<file path="src/rtl/ah4_atu_responder_pkg.sv">
// ah4_pkg: shared types and helpers for the AH-4 ATU responder.
// States, tune result codes and ms-to-clock conversion.
package ah4_pkg;

  typedef enum logic [2:0] {
    IDLE,
    MEAS,
    STUCK,
    RESP,
    SETTLE,
    SAMPLE,
    DONE
  } state_t;

  localparam logic [1:0] RES_NONE    = 2'b00;
  localparam logic [1:0] RES_MATCH   = 2'b01;
  localparam logic [1:0] RES_EXHAUST = 2'b10;
  localparam logic [1:0] RES_TIMEOUT = 2'b11;

  function automatic int ms_to_ticks(input int clk_hz, input int ms);
    return (clk_hz / 1000) * ms;
  endfunction

endpackage

</file>
<file path="src/rtl/ah4_atu_responder_if.sv">
// ah4_atu_responder_if: two-wire ATU link plus relay drive and status.
// master = rig/bench side, slave = tuner responder.
interface ah4_atu_responder_if #(
  parameter int CODE_W = 8
);
  logic              start_in;
  logic              rf_present;
  logic              swr_ok;
  logic              key_out;
  logic [CODE_W-1:0] relay_code;
  logic              relay_stb;
  logic              tune_done;
  logic [1:0]        tune_result;

  modport master (
    output start_in, rf_present, swr_ok,
    input  key_out, relay_code, relay_stb,
    input  tune_done, tune_result
  );

  modport slave (
    input  start_in, rf_present, swr_ok,
    output key_out, relay_code, relay_stb,
    output tune_done, tune_result
  );
endinterface

</file>
<file path="src/rtl/ah4_atu_responder_ms_tick.sv">
// ah4_ms_tick: 1 ms tick prescaler and 2-FF input synchronisers.
// Shared by the responder and the rig-side controller.
module ah4_ms_tick
  import ah4_pkg::*;
#(
  parameter int CLK_HZ = 2500000
) (
  input  logic clk,
  input  logic rst_n,
  input  logic start_in,
  input  logic rf_present,
  input  logic swr_ok,
  output logic tick,
  output logic start_s,
  output logic rf_s,
  output logic swr_s
);
  localparam int DIV = ms_to_ticks(CLK_HZ, 1);
  localparam int CW  = (DIV > 1) ? $clog2(DIV) : 1;
  localparam logic [CW-1:0] RELOAD = CW'(DIV - 1);

  logic [CW-1:0] cnt;
  logic [2:0]    s1;
  logic [2:0]    s2;

  // down-counter prescaler, tick while at zero
  always_ff @(posedge clk) begin
    if (!rst_n) begin
      cnt <= '0;
    end else if (cnt == '0) begin
      cnt <= RELOAD;
    end else begin
      cnt <= cnt - 1'b1;
    end
  end

  assign tick = (cnt == '0);

  // two-stage synchroniser for the asynchronous inputs
  always_ff @(posedge clk) begin
    if (!rst_n) begin
      s1 <= '0;
      s2 <= '0;
    end else begin
      s1 <= {start_in, rf_present, swr_ok};
      s2 <= s1;
    end
  end

  assign {start_s, rf_s, swr_s} = s2;

endmodule

</file>
<file path="src/rtl/ah4_atu_responder.sv">
// ah4_atu_responder: qualifies START, keys busy, steps relay codes to match.
// Define AH4_ATU_RESPONDER_MEMORY_EN to retry the last matched code first.
module ah4_atu_responder
  import ah4_pkg::*;
#(
  parameter int CLK_HZ        = 2500000,
  parameter int MIN_START_MS  = 200,
  parameter int MAX_START_MS  = 1000,
  parameter int RESP_DELAY_MS = 50,
  parameter int STEP_MS       = 10,
  parameter int TUNE_LIMIT_MS = 8000,
  parameter int CODE_W        = 8
) (
  input logic                clk,
  input logic                rst_n,
  ah4_atu_responder_if.slave bus
);
  localparam logic [15:0] T_MIN  = 16'(MIN_START_MS);
  localparam logic [15:0] T_MAX  = 16'(MAX_START_MS);
  localparam logic [15:0] T_RESP = 16'(RESP_DELAY_MS);
  localparam logic [15:0] T_STEP = 16'(STEP_MS);
  localparam logic [15:0] T_LIM  = 16'(TUNE_LIMIT_MS);
  localparam logic [CODE_W-1:0] C_MAX = '1;
  localparam logic [CODE_W-1:0] C_ONE = CODE_W'(1);

  state_t            st_q, st_d;
  logic [15:0]       wid_q, wid_d;
  logic [15:0]       tmr_q, tmr_d;
  logic [15:0]       lim_q, lim_d;
  logic [CODE_W-1:0] code_q, code_d;
  logic [CODE_W-1:0] first_code;
  logic [1:0]        res_q, res_d;
  logic              key_q, key_d;
  logic              done_q, done_d;
  logic              stb_q;
  logic              tick, start_s, rf_s, swr_s;
  logic              expire;
`ifdef AH4_ATU_RESPONDER_MEMORY_EN
  logic [CODE_W-1:0] mem_q, mem_d;
  logic              try_q, try_d;
`endif

  ah4_ms_tick #(
    .CLK_HZ(CLK_HZ)
  ) u_tick (
    .clk       (clk),
    .rst_n     (rst_n),
    .start_in  (bus.start_in),
    .rf_present(bus.rf_present),
    .swr_ok    (bus.swr_ok),
    .tick      (tick),
    .start_s   (start_s),
    .rf_s      (rf_s),
    .swr_s     (swr_s)
  );

  assign expire = key_q &&
    ((lim_q == '0) || (tick && lim_q == 16'd1));

`ifdef AH4_ATU_RESPONDER_MEMORY_EN
  assign first_code = (mem_q != '0) ? mem_q : C_ONE;
`else
  assign first_code = C_ONE;
`endif

  // next-state and datapath decisions
  always_comb begin
    st_d   = st_q;
    wid_d  = wid_q;
    tmr_d  = tmr_q;
    lim_d  = lim_q;
    code_d = code_q;
    res_d  = res_q;
    key_d  = key_q;
    done_d = 1'b0;
`ifdef AH4_ATU_RESPONDER_MEMORY_EN
    mem_d  = mem_q;
    try_d  = try_q;
`endif
    if (key_q && tick && lim_q != '0) begin
      lim_d = lim_q - 16'd1;
    end
    unique case (st_q)
      IDLE: begin
        if (start_s) begin
          wid_d = '0;
          st_d  = MEAS;
        end
      end
      MEAS: begin
        if (!start_s) begin
          if (wid_q >= T_MIN && wid_q <= T_MAX) begin
            res_d = RES_NONE;
            tmr_d = T_RESP;
            st_d  = RESP;
          end else begin
            st_d = IDLE;
          end
        end else if (tick) begin
          if (wid_q >= T_MAX) begin
            st_d = STUCK;
          end else begin
            wid_d = wid_q + 16'd1;
          end
        end
      end
      STUCK: begin
        if (!start_s) begin
          st_d = IDLE;
        end
      end
      RESP: begin
        if (tick) begin
          if (tmr_q <= 16'd1) begin
            key_d  = 1'b1;
            lim_d  = T_LIM;
            code_d = first_code;
            tmr_d  = T_STEP;
            st_d   = SETTLE;
`ifdef AH4_ATU_RESPONDER_MEMORY_EN
            try_d  = (mem_q != '0);
`endif
          end else begin
            tmr_d = tmr_q - 16'd1;
          end
        end
      end
      SETTLE: begin
        if (expire) begin
          res_d  = RES_TIMEOUT;
          code_d = '0;
          key_d  = 1'b0;
          done_d = 1'b1;
          st_d   = DONE;
        end else if (tick) begin
          if (tmr_q <= 16'd1) begin
            st_d = SAMPLE;
          end else begin
            tmr_d = tmr_q - 16'd1;
          end
        end
      end
      SAMPLE: begin
        tmr_d = T_STEP;
        st_d  = SETTLE;
        if (expire) begin
          res_d  = RES_TIMEOUT;
          code_d = '0;
          key_d  = 1'b0;
          done_d = 1'b1;
          st_d   = DONE;
        end else if (rf_s && swr_s) begin
          res_d  = RES_MATCH;
          key_d  = 1'b0;
          done_d = 1'b1;
          st_d   = DONE;
`ifdef AH4_ATU_RESPONDER_MEMORY_EN
          mem_d  = code_q;
`endif
        end else if (!rf_s) begin
          code_d = code_q;
`ifdef AH4_ATU_RESPONDER_MEMORY_EN
        end else if (try_q) begin
          code_d = C_ONE;
          try_d  = 1'b0;
`endif
        end else if (code_q == C_MAX) begin
          res_d  = RES_EXHAUST;
          code_d = '0;
          key_d  = 1'b0;
          done_d = 1'b1;
          st_d   = DONE;
        end else begin
          code_d = code_q + C_ONE;
        end
      end
      DONE: begin
        st_d = IDLE;
`ifdef AH4_ATU_RESPONDER_MEMORY_EN
        try_d = 1'b0;
`endif
      end
      default: st_d = IDLE;
    endcase
  end

  // state and output registers; strobe only on a real code change
  always_ff @(posedge clk) begin
    if (!rst_n) begin
      st_q   <= IDLE;
      wid_q  <= '0;
      tmr_q  <= '0;
      lim_q  <= '0;
      code_q <= '0;
      res_q  <= RES_NONE;
      key_q  <= 1'b0;
      done_q <= 1'b0;
      stb_q  <= 1'b0;
    end else begin
      st_q   <= st_d;
      wid_q  <= wid_d;
      tmr_q  <= tmr_d;
      lim_q  <= lim_d;
      code_q <= code_d;
      res_q  <= res_d;
      key_q  <= key_d;
      done_q <= done_d;
      stb_q  <= (code_d != code_q);
    end
  end

`ifdef AH4_ATU_RESPONDER_MEMORY_EN
  // last matched code and first-try flag
  always_ff @(posedge clk) begin
    if (!rst_n) begin
      mem_q <= '0;
      try_q <= 1'b0;
    end else begin
      mem_q <= mem_d;
      try_q <= try_d;
    end
  end
`endif

  assign bus.key_out     = key_q;
  assign bus.relay_code  = code_q;
  assign bus.relay_stb   = stb_q;
  assign bus.tune_done   = done_q;
  assign bus.tune_result = res_q;

endmodule

</file>
<file path="src/flat_wrapper.sv">
// flat-port wrapper written by rule: the top's interface ports become plain ports
module ah4_atu_responder_flat import ah4_pkg::*;
#(
  parameter int CLK_HZ        = 2500000,
  parameter int MIN_START_MS  = 200,
  parameter int MAX_START_MS  = 1000,
  parameter int RESP_DELAY_MS = 50,
  parameter int STEP_MS       = 10,
  parameter int TUNE_LIMIT_MS = 8000,
  parameter int CODE_W        = 8
)
  (clk, rst_n, bus_start_in, bus_rf_present, bus_swr_ok, bus_key_out, bus_relay_code, bus_relay_stb, bus_tune_done, bus_tune_result);
  ah4_atu_responder_if #(.CODE_W(CODE_W)) bus_i ();
  input logic clk;
  input logic rst_n;
  input wire logic [$bits(bus_i.start_in)-1:0] bus_start_in;
  input wire logic [$bits(bus_i.rf_present)-1:0] bus_rf_present;
  input wire logic [$bits(bus_i.swr_ok)-1:0] bus_swr_ok;
  output wire logic [$bits(bus_i.key_out)-1:0] bus_key_out;
  output wire logic [$bits(bus_i.relay_code)-1:0] bus_relay_code;
  output wire logic [$bits(bus_i.relay_stb)-1:0] bus_relay_stb;
  output wire logic [$bits(bus_i.tune_done)-1:0] bus_tune_done;
  output wire logic [$bits(bus_i.tune_result)-1:0] bus_tune_result;
  assign bus_i.start_in = bus_start_in;
  assign bus_i.rf_present = bus_rf_present;
  assign bus_i.swr_ok = bus_swr_ok;
  assign bus_key_out = bus_i.key_out;
  assign bus_relay_code = bus_i.relay_code;
  assign bus_relay_stb = bus_i.relay_stb;
  assign bus_tune_done = bus_i.tune_done;
  assign bus_tune_result = bus_i.tune_result;
  ah4_atu_responder #(.CLK_HZ(CLK_HZ), .MIN_START_MS(MIN_START_MS), .MAX_START_MS(MAX_START_MS), .RESP_DELAY_MS(RESP_DELAY_MS), .STEP_MS(STEP_MS), .TUNE_LIMIT_MS(TUNE_LIMIT_MS), .CODE_W(CODE_W)) u_core (.clk(clk), .rst_n(rst_n), .bus(bus_i));
endmodule
</file>
<file path="config.mk">
export PLATFORM = sky130hd
export DESIGN_NAME = ah4_atu_responder_flat
export DESIGN_NICKNAME = d
export VERILOG_FILES = /design/src/rtl/ah4_atu_responder_pkg.sv /design/src/rtl/ah4_atu_responder_if.sv /design/src/rtl/ah4_atu_responder_ms_tick.sv /design/src/rtl/ah4_atu_responder.sv /design/src/flat_wrapper.sv
export SDC_FILE = /design/constraint.sdc
export NUM_CORES = 1
export LEC_CHECK = 0
export CORE_MARGIN = 5
export CORE_UTILIZATION = 54
export DETAILED_ROUTE_END_ITERATION = 6
export PLACE_DENSITY = 0.77
export SYNTH_ARGS = -nofsm -noshare
export SYNTH_HDL_FRONTEND = slang
export SYNTH_SLANG_ARGS = --single-unit
export TNS_END_PERCENT = 20
</file>
<file path="constraint.sdc">
create_clock -name clk -period 3.2 [get_ports clk]
set_input_delay 0.32 -clock clk [delete_from_list [all_inputs] [get_ports clk]]
set_output_delay 0.32 -clock clk [all_outputs]
set_load 0.01 [all_outputs]
</file>
==> impl_results.md <==
* Clock sink total at 82
* Number of vias per cell after detailed routing at 6.156
* PortBufs at 17
* Peak supply drop at between 0.0002 and 0.0003 V
* Ant. Diodes at 0
* I/O Pins at 18
* Sw Ratio at a little over a third
* Part of the Yosys area used for sequential elements at 37.95%
* Number of rows in the core area at 32
* Clock tree from TritonCTS: done
* Clock Latency Late Sink at 360 ps
* Leakage power figure at ~1.7 nW
* Async set-or-reset flop fraction in the synthesized netlist at 0%
* Via count at approximately 3.9k
* Post-Syn Instances at approximately 520
* Post-CTS setup buffers at 0
* Final cell count without fillers at 640
* GR Overflow Total at 0
* Post-synthesis to final-layout area growth at 10.07%
* Signal arrival time at the worst endpoint at 3060 ps
* Number of distinct standard cells referenced by the synthesized netlist at 70
* Timing-limited maximum frequency at 359.7 MHz
* Initial drt markers at 210
* Cell taking the most area after synthesis: sky130_fd_sc_hd__dfxtp_1
* CTS clk-pin slew, worst paths at 80 ps
* Post-detail-place hpwl at slightly below 7000 µm
* Leading cell type by number of instances after synthesis: sky130_fd_sc_hd__dfxtp_1
* Final cycle utilization of the critical path at between 80% and 90%
* Critical path data required time at 3480 ps
* Total routing usage reported by global routing at 20.51%
* Portion of total power attributed to sequential cells at a little under half
* Final setup vio count at 0
* CTS Root Buffer Type: sky130_fd_sc_hd__clkbuf_8
* Largest net degree at the start of global routing at 25
* Post-placement cell area at ~4600 µm²
* Top flip-flop cell by instance count after synthesis: sky130_fd_sc_hd__dfxtp_1
* Average wire per cell in the routed design at 15.22 µm
* Total negative slack for setup checks at 0 ps
* DRC violations left at 0
* Maximum level of the CTS H-tree at 3
* Vias in the first global route at 3700
* Biggest fanout along the worst timing path at 17
* Internal power contribution at 1.659 mW
* Gate power share at between 20% and 30%
* Commonest cells post-synth: sky130_fd_sc_hd__dfxtp_1, sky130_fd_sc_hd__nor2_1, sky130_fd_sc_hd__a21oi_1, sky130_fd_sc_hd__o21ai_0, sky130_fd_sc_hd__nand2_1
* Number of max-cap violations at 0
* RSZ-0062 raised after global routing: no
* Relative slew slack at between 20% and 30%
* Maximum number of buffers from clock root to sink at 2
* Pwr per Cell Area at around 540 nW/µm²
* Core Footprint at a little under 8000 µm²
* Post-Place Cells at 624
* Main area contributors after synthesis: sky130_fd_sc_hd__dfxtp_1, sky130_fd_sc_hd__a21oi_1, sky130_fd_sc_hd__nor2_1
* Net switching power figure at slightly below 0.9 mW
* Number of instances resized during post-cts repair at 0
* Worst Hold Margin at 434.3 ps
* Starting density of the core at 55.69%
* Antenna violation net count after detailed routing at 0
* Status: complete, no violations
* Final instance area at 4761 µm²
* Category of the worst setup path capture point: register
* Final-report max-slew violation count at 0
* Area share of the largest cell type after synthesis at 37.95%
* Net total in the final layout at between 500 and 600
* Startpoint kind of the worst setup timing path: register
* Count of hold-fix buffers inserted at cts at 0
* Overall routed net length at 9743 µm
* Antenna violations before repair at 0
* Post-layout minimum cycle time at 2780 ps
* Final hold violation count at 0
* Clock group share of total power at 27.4%
* Number of synthesized flops with an enable pin at 0
* Slew at the pin closest to its max-slew limit at 1090 ps
* TritonRoute pass-1 iters at 5
* Number of register bits inferred by synthesis at 82
* Die height at 99.50 µm
* Net count after synthesis at 537
* Final weighted congestion in routability-driven placement at 0.8820
* Chip width at 99.50 µm
* Kind of critical path: register to register
* Setup skew after layout at roughly 12 ps
* Number of warnings reported in the yosys synthesis log at 0
* First-pass GRT wire length at 17060 µm
* Mapped Avg Cell Area at 8.286 µm²
* Netlist Area Pre-Place at approximately 4300 µm²
* Path category of the worst min-delay check: register to register
* Layout cells sized above 1 at 9.108%
* Post-layout power at 2.554 mW
* Clock buffer count from CTS at 9
* Die outline area at 9900 µm²
==> flip-flops by register name, indices dropped and copies added, names as in the netlist <==
register                cells
u_core.lim_q               16
u_core.tmr_q               16
u_core.wid_q               16
u_core.u_tick.cnt          12
u_core.bus.relay_code       8
u_core.st_q                 3
u_core.u_tick.s1            3
u_core.u_tick.s2            3
u_core.bus.tune_result      2
u_core.bus.key_out          1
u_core.bus.relay_stb        1
u_core.bus.tune_done        1
==> worst paths after layout <==
kind	startpoint	endpoint	slack, ps	cells after the start
max	u_core.tmr_q[0]	u_core.tmr_q[14]	420	9
min	u_core.wid_q[13]	u_core.wid_q[13]	430	2
max reg2reg	u_core.tmr_q[0]	u_core.tmr_q[14]	420	9
min reg2reg	u_core.wid_q[13]	u_core.wid_q[13]	430	2
==> layout make-up <==
class	count	area, µm²
multi-input cells	396	2506
clock inverters	7	60.06
well taps	102	127.6
fillers	711	3007
flip-flops and latches	82	1642
clock buffers	9	123.9
inverters	19	71.32
repair buffers	25	230.2
==> worst max-delay path, cell delays in order (launching register included) <==
cell and delay, ps:
sky130_fd_sc_hd__dfxtp_1 450, sky130_fd_sc_hd__inv_1 70, sky130_fd_sc_hd__ha_1 310, sky130_fd_sc_hd__nor2_1 130, sky130_fd_sc_hd__nor2_1 60, sky130_fd_sc_hd__and4_1 270, sky130_fd_sc_hd__o31ai_1 290, sky130_fd_sc_hd__nand2_1 360
sky130_fd_sc_hd__or4_1 600, sky130_fd_sc_hd__a21oi_1 150
==> layer usage <==
| metal | wire [µm] | GRT usage (%) | vias up |
|---|---|---|---|
| li1 | - | - | 1924 |
| met1 | 4575 | 27.57 | 1890 |
| met2 | 4569 | 32.95 | 113 |
| met3 | 445 | 3.226 | 13 |
| met4 | 153 | 8.193 | 0 |
| met5 | 0 | 0 | - |
==> cell families after synthesis <==
family	count (synthesis)	synth area share, %
compound gates	151	22.65
buf+inv	44	4.107
xor+xnor	27	5.467
mux	1	0.2603
fa+ha+maj	10	2.893
simple gates	207	26.67
flops	82	37.95
==> cells in the final DEF, fill, tap and decap left out, drive strengths merged, types with 3 or more instances in the layout <==
master,n
or4,6
inv,21
nor2,60
buf,8
xor2,10
nand4,14
nor2b,9
dfxtp,82
o41ai,3
or3,9
nor3,16
nand2,32
clkbuf,9
ha,10
o221a,4
a31oi,9
o21ai,35
a41oi,3
o211ai,6
nand3,15
clkinv,4
o22ai,4
and3,5
and2,10
clkdlybuf4s50,17
nor4,12
a311oi,3
nand2b,5
xnor2,17
o31ai,8
a21oi,53
==> power groups by stage <==
stage	Clock [mW]	Sequential [mW]	Combinational, mW
after floorplan	0	1.20	0.523
after global placement	0	1.22	0.629
after detailed placement	0	1.22	0.649
after CTS	0.713	1.20	0.653
after global routing	0.763	1.21	0.738
final	0.699	1.20	0.655
==> metrics by stage <==
step,setup WS [ps],utilization (%)
3_3_place_gp,561.9,58.92
4_1_cts,445.9,61.29
2_1_floorplan,817.1,-
5_1_grt,85.56,61.29
6_report,419.6,61.29
3_5_place_dp,474.4,58.92
Power figures use the tool's default switching activity.
